[src/rtl/lc3b_types.sv]
// Shared LC-3b types: the 16-bit machine word and the memory responder FSM states.
package lc3b_types;

   typedef logic [15:0] lc3b_word;

   typedef enum logic [1:0] {
      IDLE,
      BUSY,
      RESP
   } lc3b_mem_state;

endpackage

[src/rtl/mem_array.sv]
// Word storage: byte-masked synchronous write, combinational read at the same index.
// No reset; contents survive reset_n so an aborted write leaves old data intact.
module mem_array
   import lc3b_types::*;
#(
   parameter int ADDR_WIDTH = 8
) (
   input  logic                  clk,
   input  logic                  we,
   input  logic [1:0]            wmask,
   input  logic [ADDR_WIDTH-1:0] index,
   input  lc3b_word              wdata,
   output lc3b_word              rdata
);

   lc3b_word words [2**ADDR_WIDTH];

   always_ff @(posedge clk) begin
      if (we) begin
         if (wmask[0]) words[index][7:0]  <= wdata[7:0];
         if (wmask[1]) words[index][15:8] <= wdata[15:8];
      end
   end

   assign rdata = words[index];

endmodule

[src/rtl/mem_port_responder.sv]
// Two-port memory responder: one access in flight, round-robin between ports A and B.
// Response pulses LATENCY+1 cycles after acceptance; requests wait while BUSY/RESP.
module mem_port_responder
   import lc3b_types::*;
#(
   parameter int LATENCY    = 2,
   parameter int ADDR_WIDTH = 8
) (
   input  logic        clk,
   input  logic        reset_n,
   input  logic        read_a,
   input  logic        write_a,
   input  logic [15:0] address_a,
   input  logic [1:0]  wmask_a,
   input  lc3b_word    wdata_a,
   output logic        resp_a,
   output lc3b_word    rdata_a,
   input  logic        read_b,
   input  logic        write_b,
   input  logic [15:0] address_b,
   input  logic [1:0]  wmask_b,
   input  lc3b_word    wdata_b,
   output logic        resp_b,
   output lc3b_word    rdata_b
);

   lc3b_mem_state         state;
   logic [3:0]            count;
   logic                  srv_b;
   logic                  op_write;
   logic                  last_b;
   logic [ADDR_WIDTH-1:0] idx;
   logic [1:0]            mask;
   lc3b_word              wdat;

   logic     req_a;
   logic     req_b;
   logic     grant_b;
   logic     commit;
   lc3b_word mem_rdata;
   logic     unused_addr_bits;

   assign req_a   = read_a | write_a;
   assign req_b   = read_b | write_b;
   // On a tie, serve whichever port did not win last time.
   assign grant_b = req_b & (~req_a | ~last_b);
   assign commit  = (state == BUSY) && (count == 4'd0);

   // Byte offset and bits above the word index alias onto the same word.
   assign unused_addr_bits = ^{address_a, address_b};

   mem_array #(.ADDR_WIDTH(ADDR_WIDTH)) u_mem (
      .clk   (clk),
      .we    (commit & op_write),
      .wmask (mask),
      .index (idx),
      .wdata (wdat),
      .rdata (mem_rdata)
   );

   always_ff @(posedge clk or negedge reset_n) begin
      if (!reset_n) begin
         state    <= IDLE;
         count    <= 4'd0;
         srv_b    <= 1'b0;
         op_write <= 1'b0;
         last_b   <= 1'b0;
         idx      <= '0;
         mask     <= 2'b00;
         wdat     <= '0;
         resp_a   <= 1'b0;
         resp_b   <= 1'b0;
         rdata_a  <= '0;
         rdata_b  <= '0;
      end else begin
         resp_a  <= 1'b0;
         resp_b  <= 1'b0;
         rdata_a <= '0;
         rdata_b <= '0;
         unique case (state)
            IDLE: begin
               if (req_a | req_b) begin
                  state  <= BUSY;
                  count  <= 4'(LATENCY - 1);
                  srv_b  <= grant_b;
                  last_b <= grant_b;
                  if (grant_b) begin
                     op_write <= write_b;
                     idx      <= address_b[ADDR_WIDTH:1];
                     mask     <= wmask_b;
                     wdat     <= wdata_b;
                  end else begin
                     op_write <= write_a;
                     idx      <= address_a[ADDR_WIDTH:1];
                     mask     <= wmask_a;
                     wdat     <= wdata_a;
                  end
               end
            end
            BUSY: begin
               if (count == 4'd0) begin
                  state <= RESP;
                  // A combined read+write is a write and returns zero data.
                  if (srv_b) begin
                     resp_b  <= 1'b1;
                     rdata_b <= op_write ? '0 : mem_rdata;
                  end else begin
                     resp_a  <= 1'b1;
                     rdata_a <= op_write ? '0 : mem_rdata;
                  end
               end else begin
                  count <= count - 4'd1;
               end
            end
            RESP: state <= IDLE;
            default: state <= IDLE;
         endcase
      end
   end

endmodule

[config.mk]
export PLATFORM = sky130hd
export DESIGN_NAME = mem_port_responder
export DESIGN_NICKNAME = d
export VERILOG_FILES = /design/src/rtl/lc3b_types.sv /design/src/rtl/mem_array.sv /design/src/rtl/mem_port_responder.sv
export SDC_FILE = /design/constraint.sdc
export NUM_CORES = 2
export LEC_CHECK = 0
export CAP_MARGIN = 15
export CORE_UTILIZATION = 55
export CTS_BUF_LIST = sky130_fd_sc_hd__clkbuf_8
export DETAILED_ROUTE_END_ITERATION = 8
export DONT_BUFFER_PORTS = 1
export GPL_ROUTABILITY_DRIVEN = 0
export PLACE_DENSITY = 0.7
export SKIP_CTS_REPAIR_TIMING = 1
export SYNTH_ARGS = -nofsm -noshare
export SYNTH_HDL_FRONTEND = slang
export SYNTH_SLANG_ARGS = --single-unit
[constraint.sdc]
create_clock -name clk -period 9.1 [get_ports clk]
set_input_delay 0.91 -clock clk [delete_from_list [all_inputs] [get_ports clk]]
set_output_delay 0.91 -clock clk [all_outputs]
set_load 0.01 [all_outputs]
; Word-level counts from Yosys, hierarchy flattened
; Memory sizes are Yosys's and may differ from the RTL's.
; Cells that the tools add are included.
[classes]
bitwise_logic = 8
eq_ne = 4
muxes = 29
addsub = 1
n_reduce_logical = 7
[op_table]
columns = operator, n
row1 = 2-to-1 mux 16 bit, 8
row2 = 2-to-1 mux 1 bit, 13
row3 = 2-to-1 mux 4 bit, 2
row4 = 2-to-1 mux 8 bit, 1
row5 = one-hot mux 4 bit (2 select lines), 1
row6 = 2-to-1 mux 2 bit, 3
row7 = zero test 4 bit, 1
row8 = != test 2 bit (second input constant), 2
row9 = bitwise OR 1 bit, 4
row10 = one-hot mux 2 bit (2 select lines), 1
row11 = AND reduction 2 bit, 2
row12 = subtractor 4 x 1 -> 4 bit (second input constant), 1
row13 = AND reduction 3 bit, 1
row14 = AND 1 bit, 2
row15 = equality test 2 x 1 -> 1 bit (second input constant), 1
row16 = zero test 2 bit, 1
row17 = != test 2 x 1 -> 1 bit (second input constant), 1
row18 = inverter 1 bit, 2
row19 = nonzero test 2 bit, 1
row20 = logical AND 1 bit, 1
[word_totals]
word_cells = 61
memories = 1
output_inout_bits = 34
register_bits = 68
ram_bits = 4096
[memory_table]
columns = name, depth, word_bits, rd, rd_ports_with_merged_regs, wr, line_no
row1 = u_mem.words, 256, 16, 1, 0, 1, mem_array.sv:16  ; lc3b_word words [2**ADDR_WIDTH];

; Logic depth before layout (Yosys ltp)
[depth]
word_depth = 5
mapped_depth = 12

; Cells and area by module
; Synthesis repeated with hierarchy kept, for this count alone.
[hier_totals]
hier_cells = 7302
area_unflattened_um2 = 159271.5
[modules_own_cells]
columns = module, n_inst, cells_per_inst, seq_area_each_um2, area_each_um2
row1 = mem_array, 1, 7020, 122998.0, 156373.7
row2 = mem_port_responder, 1, 282, 1701.6, 2897.8

; Worst setup path before layout
; No wires, ideal clock.
[synth_timing]
path_type = reg-to-reg
from = register wdat[0]
to = memory u_mem.words[0][0] (netlist name) (data pin)
path_buffers = 0
slack_ns = 5.113
setup_time_ns = 0.804
synth_period_minus_slack_ns = 3.987
arrival_ns = 3.183
stages_incl_launch_ff = 1
path_cell_list = dfrtp_1
[synth_rtl]
columns = element, line_no
row1 = "start, declared", mem_port_responder.sv:34  ; lc3b_word wdat;
row2 = "start signal, assigned", mem_port_responder.sv:91  ; wdat <= wdata_b;
row3 = "start signal, assigned", mem_port_responder.sv:96  ; wdat <= wdata_a;
row4 = "end, declared", mem_array.sv:16
; No word-level cell before the write port.

; Final worst setup path
[layout_timing]
from = register count[0]
to = memory u_mem.words[248][6] (netlist name), enable pin
[layout_between]
elab_chain_len = 5
[layout_rtl]
columns = element, line_no
row1 = "start, declared", mem_port_responder.sv:28  ; logic [3:0] count;
row2 = "start signal, assigned", mem_port_responder.sv:84  ; count <= 4'(LATENCY - 1);
row3 = "start signal, assigned", mem_port_responder.sv:112  ; count <= count - 4'd1;
row4 = zero test 4 bit, mem_port_responder.sv:47  ; assign commit = (state == BUSY) && (count == 4'd0);
row5 = logical AND 1 bit, mem_port_responder.sv:47
row6 = AND 1 bit, mem_port_responder.sv:54  ; .we (commit & op_write),
row7 = 2-to-1 mux 1 bit, mem_array.sv:19  ; if (we) begin
row8 = 2-to-1 mux 1 bit (not written as such), mem_array.sv:20  ; if (wmask[0]) words[index][7:0] <= wdata[7:0];
; No other way between the ends.

==> run summary <==
For the number of top-level pins, the log shows 108. The floorplan step set the die height to 544 um. The worst pin sits at a relative slew slack of 14.0%. The run gives 0 as the max-slew violation count. The longest clock path from root to sink contains 4 buffers.

The area growth from synthesis to layout is 9.50%. Summed over all failing endpoints, the final setup total negative slack is 0 ns. The power per cell area is 301 mW/mm2.

The die covers 0.296 mm2. The worst setup path is captured at a flip-flop. The tools report the number of antenna violations at the first check in global routing as 13.

After detailed routing, the number of remaining DRC violations is 0. Data on the critical path arrives at its endpoint at 5.77 ns. For the detailed router's first-iteration violation count, the log shows 10400. The startpoint identified for the worst register-to-register timing path is count[0].

After global routing the overflow that remains totals 0. Clock tree synthesis inserted a total of 643 buffers. Mean instance size in the synthesized netlist: 19.8 um2.

The slew at the pin with the worst max-slew slack came out at 1.25 ns. VDD sags by at most 380 uV. The count of filler cells inserted in the layout is 20600, and the time the final worst path needs with I/O delays and setup is 5.12 ns. Data on the critical path is required at its endpoint by 9.75 ns. After the last flow step, the layout net total stands at 8531. The commonest cells after synthesis are 4096 x sky130_fd_sc_hd__edfxtp_1, 750 x sky130_fd_sc_hd__mux2i_1, 686 x sky130_fd_sc_hd__mux4_2, 622 x sky130_fd_sc_hd__nor2_1, 319 x sky130_fd_sc_hd__a22oi_1.

The count of different cell masters after synthesis is 57. From left edge to right edge, the die measures 544 um. The first global-routing pass estimated 562000 um of wire.

The worst hold path begins at address_b[7]. After clock tree synthesis, the clock-pin slew on the worst setup and hold paths is 0.06 ns. The tools report the post-detailed-routing wire length as 391000 um. Of all nets on the critical path, the largest fanout is 16.

The class of the most critical hold timing path was input pin to flip-flop. The initial core utilization came out at 55.5%. The post-detailed-route via-to-cell ratio came out at 6.41. Yosys mapped a number of flops with a built-in enable equal to 4096.

The worst hold path passes through 2 cells. The run finished with clean final reports. The run gives 3.98 ns as the worst setup slack for register-to-register paths.

Before antenna repair, the detailed router went through 8 iterations. In the final routed layout, each cell accounts on average for 30.4 um. For this design, the sink count on the clock tree is 4164.

In this run the critical register-to-register path is captured at u_mem.words[248][6]. The number of nets still failing antenna checks after routing was 0. In the post-synthesis netlist, the biggest area contributors are sky130_fd_sc_hd__edfxtp_1 76%, sky130_fd_sc_hd__mux4_2 9.5%, sky130_fd_sc_hd__mux2i_1 4.6%, sky130_fd_sc_hd__a22oi_1 1.5%, sky130_fd_sc_hd__nor2_1 1.4%. The root buffer cell chosen for the clock tree is sky130_fd_sc_hd__clkbuf_8.

The area share of the largest cell type after synthesis came out at 76.0%. The library cell occupying the most area in the post-synthesis netlist was sky130_fd_sc_hd__edfxtp_1. The tools report the max-capacitance violation count as 0. For the final database, setup skew stands at 0.0671 ns. Summed over all cells, the static leakage comes to 56.2 nW.

The worst setup path is launched from a flip-flop. sky130_fd_sc_hd__edfxtp_1 is the most common cell in the netlist. During placement, the flow inserted port buffers numbering 0.

The tightest hold path in the finished design has a slack of 0.0765 ns. Once detailed placement completed, the half-perimeter wirelength came to 233000 um. Entering global routing, the biggest net connects 251 pins. The routed layout has 82400 vias.

In the synthesized netlist the async set-or-reset flop fraction comes to 1.63%. The depth of the most critical reg-to-reg path was 7; the standard cell core area was 0.292 mm2. The later pin in the worst-skew pair is clocked with a latency of 1.09 ns. The floorplan has 198 rows.

After technology mapping, the gate count stands at 8182. In the global route stage, overall resource usage came out at 26.2%. The number of endpoints with negative hold slack in the final report came out at 0. The tools report the via count of the first global-routing pass as 82400. Based on the critical path, the design can be clocked at up to 0.195 GHz.

The H-tree was split into 6 levels. The number of nets handed over by synthesis was 8258. The path with the worst hold slack has its endpoint at idx[6]. Setup repair after global routing left no endpoint under its margin. The run gives 0 as the total number of yosys warnings. Sequential elements use 77.1% of the synthesized area. The category of the most critical setup path is flip-flop to flip-flop. TritonCTS built the clock tree. The share of post-route cells with drive strength above 1 was 18.9%; the post-synth design cell area was 0.162 mm2. The final critical-path share of the clock period was 56.3%. Leading register cell type out of synthesis: sky130_fd_sc_hd__edfxtp_1.

In this run, synthesis produced a sequential element count of 4164. Setup violations remaining at the end of the flow were counted as 0.
-- registers in the layout, summed over array words and instances (netlist names) --
signal / flops
count: 4
idx: 8
last_b: 1
mask: 2
op_write: 1
rdata_a: 16
rdata_b: 16
resp_a: 1
resp_b: 1
state: 2
u_mem.words: 4096
wdat: 16
-- cell usage in the layout, fill, tap and decap left out, types with 17 or more instances in the layout --
master / n
sky130_fd_sc_hd__nand2_1: 68
sky130_fd_sc_hd__and4_1: 48
sky130_fd_sc_hd__buf_4: 135
sky130_fd_sc_hd__clkinv_1: 143
sky130_fd_sc_hd__dfrtp_1: 48
sky130_fd_sc_hd__a2111oi_0: 23
sky130_fd_sc_hd__nand3_1: 305
sky130_fd_sc_hd__nand4_1: 81
sky130_fd_sc_hd__mux2i_1: 750
sky130_fd_sc_hd__o21ai_0: 120
sky130_fd_sc_hd__a31oi_1: 34
sky130_fd_sc_hd__dfrtp_4: 20
sky130_fd_sc_hd__clkinv_2: 60
sky130_fd_sc_hd__inv_1: 214
sky130_fd_sc_hd__mux4_2: 686
sky130_fd_sc_hd__o22ai_1: 129
sky130_fd_sc_hd__clkbuf_8: 664
sky130_fd_sc_hd__and3_1: 37
sky130_fd_sc_hd__edfxtp_1: 4096
sky130_fd_sc_hd__a221oi_1: 49
sky130_fd_sc_hd__buf_12: 17
sky130_fd_sc_hd__nor4_1: 20
sky130_fd_sc_hd__nor2_1: 619
sky130_fd_sc_hd__a22oi_1: 319
sky130_fd_sc_hd__nand2b_1: 35
sky130_fd_sc_hd__a21oi_1: 35
sky130_fd_sc_hd__clkinvlp_4: 17
-- logic make-up (layout without fill, tap and decap cells) --
family	Yosys count	count (layout)	synth area share, %
AO/OA/AOI/OAI	735	735	3.10
XOR/XNOR	2	2	0.0108
adder cells (fa/ha/maj)	2	2	0.0155
buffers and inverters	536	1290	1.71
flip-flops	4164	4164	77.1
multiplexers	1436	1436	14.2
other	0	9	0
AND/OR/NAND/NOR	1307	1307	3.92
-- metrics by stage --
stage / instances / util (%) / total power [mW] / setup WS, ns / area, um2
floorplan: 8182 / - / 34.6 / 5.11 / 162000
global placement: 11700 / 56.7 / 39.0 / 4.08 / 166000
detailed placement: 11700 / 56.7 / 39.4 / 4.06 / 166000
CTS: 12800 / 60.7 / 53.5 / 4.04 / 177000
global route: 12800 / 60.7 / 55.0 / 3.82 / 177000
finish: 12800 / 60.7 / 53.4 / 3.98 / 177000
-- metal layers --
| metal | up-vias | global-route usage [%] | share of wire [%] | wire (um) |
|---|---|---|---|---|
| met1 | 42900 | 36.9 | 39 | 154000 |
| li1 | 34300 | - | - | - |
| met3 | 741 | 5.66 | 9.5 | 37200 |
| met2 | 4410 | 40.9 | 47 | 185000 |
| met4 | 4 | 9.55 | 3.8 | 14800 |
| met5 | - | 0 | 0.0059 | 23 |
-- final cells by class --
cell class / instances / area (um2) / area share, %
multi-input combinational: 3482 / 34500 / 19.5
sequential: 4164 / 125000 / 70.4
tap: 3900 / 4880 / 2.75
timing repair buffer: 157 / 1450 / 0.816
inverter: 7 / 26.3 / 0.0148
clock buffer: 664 / 9140 / 5.16
antenna: 9 / 22.5 / 0.0127
clock inverter: 462 / 2390 / 1.35
-- power by group --
part	total (mW)	switching, mW	internal, mW	leakage [nW]
Combinational	14.3	9.57	4.73	11.6
Sequential	24.8	0.872	23.9	37.9
Clock	14.2	7.08	7.15	6.65
Total	53.4	17.5	35.8	56.2
-- worst max-delay path by stage --
stage	endpoint	slack, ns	from
after detailed placement	u_mem.words[248][7]	4.06	count[0]
after floorplan	u_mem.words[0][0]	5.11	wdat[0]
final	u_mem.words[248][6]	3.98	count[0]
after global placement	rdata_a[6]	4.08	idx[0]
after CTS	u_mem.words[248][5]	4.04	count[0]
after global routing	rdata_b[4]	3.82	idx[0]
-- critical path, stage by stage, from the launching register on --
cell	delay (ns)
sky130_fd_sc_hd__dfrtp_1	0.40
sky130_fd_sc_hd__inv_1	0.10
sky130_fd_sc_hd__ha_1	0.14
sky130_fd_sc_hd__or3b_1	0.58
sky130_fd_sc_hd__nor2_1	0.23
sky130_fd_sc_hd__and3_1	0.95
sky130_fd_sc_hd__nand3_2	1.20
sky130_fd_sc_hd__nor2_1	1.11
No activity file was read; power rests on OpenSTA's default activity.
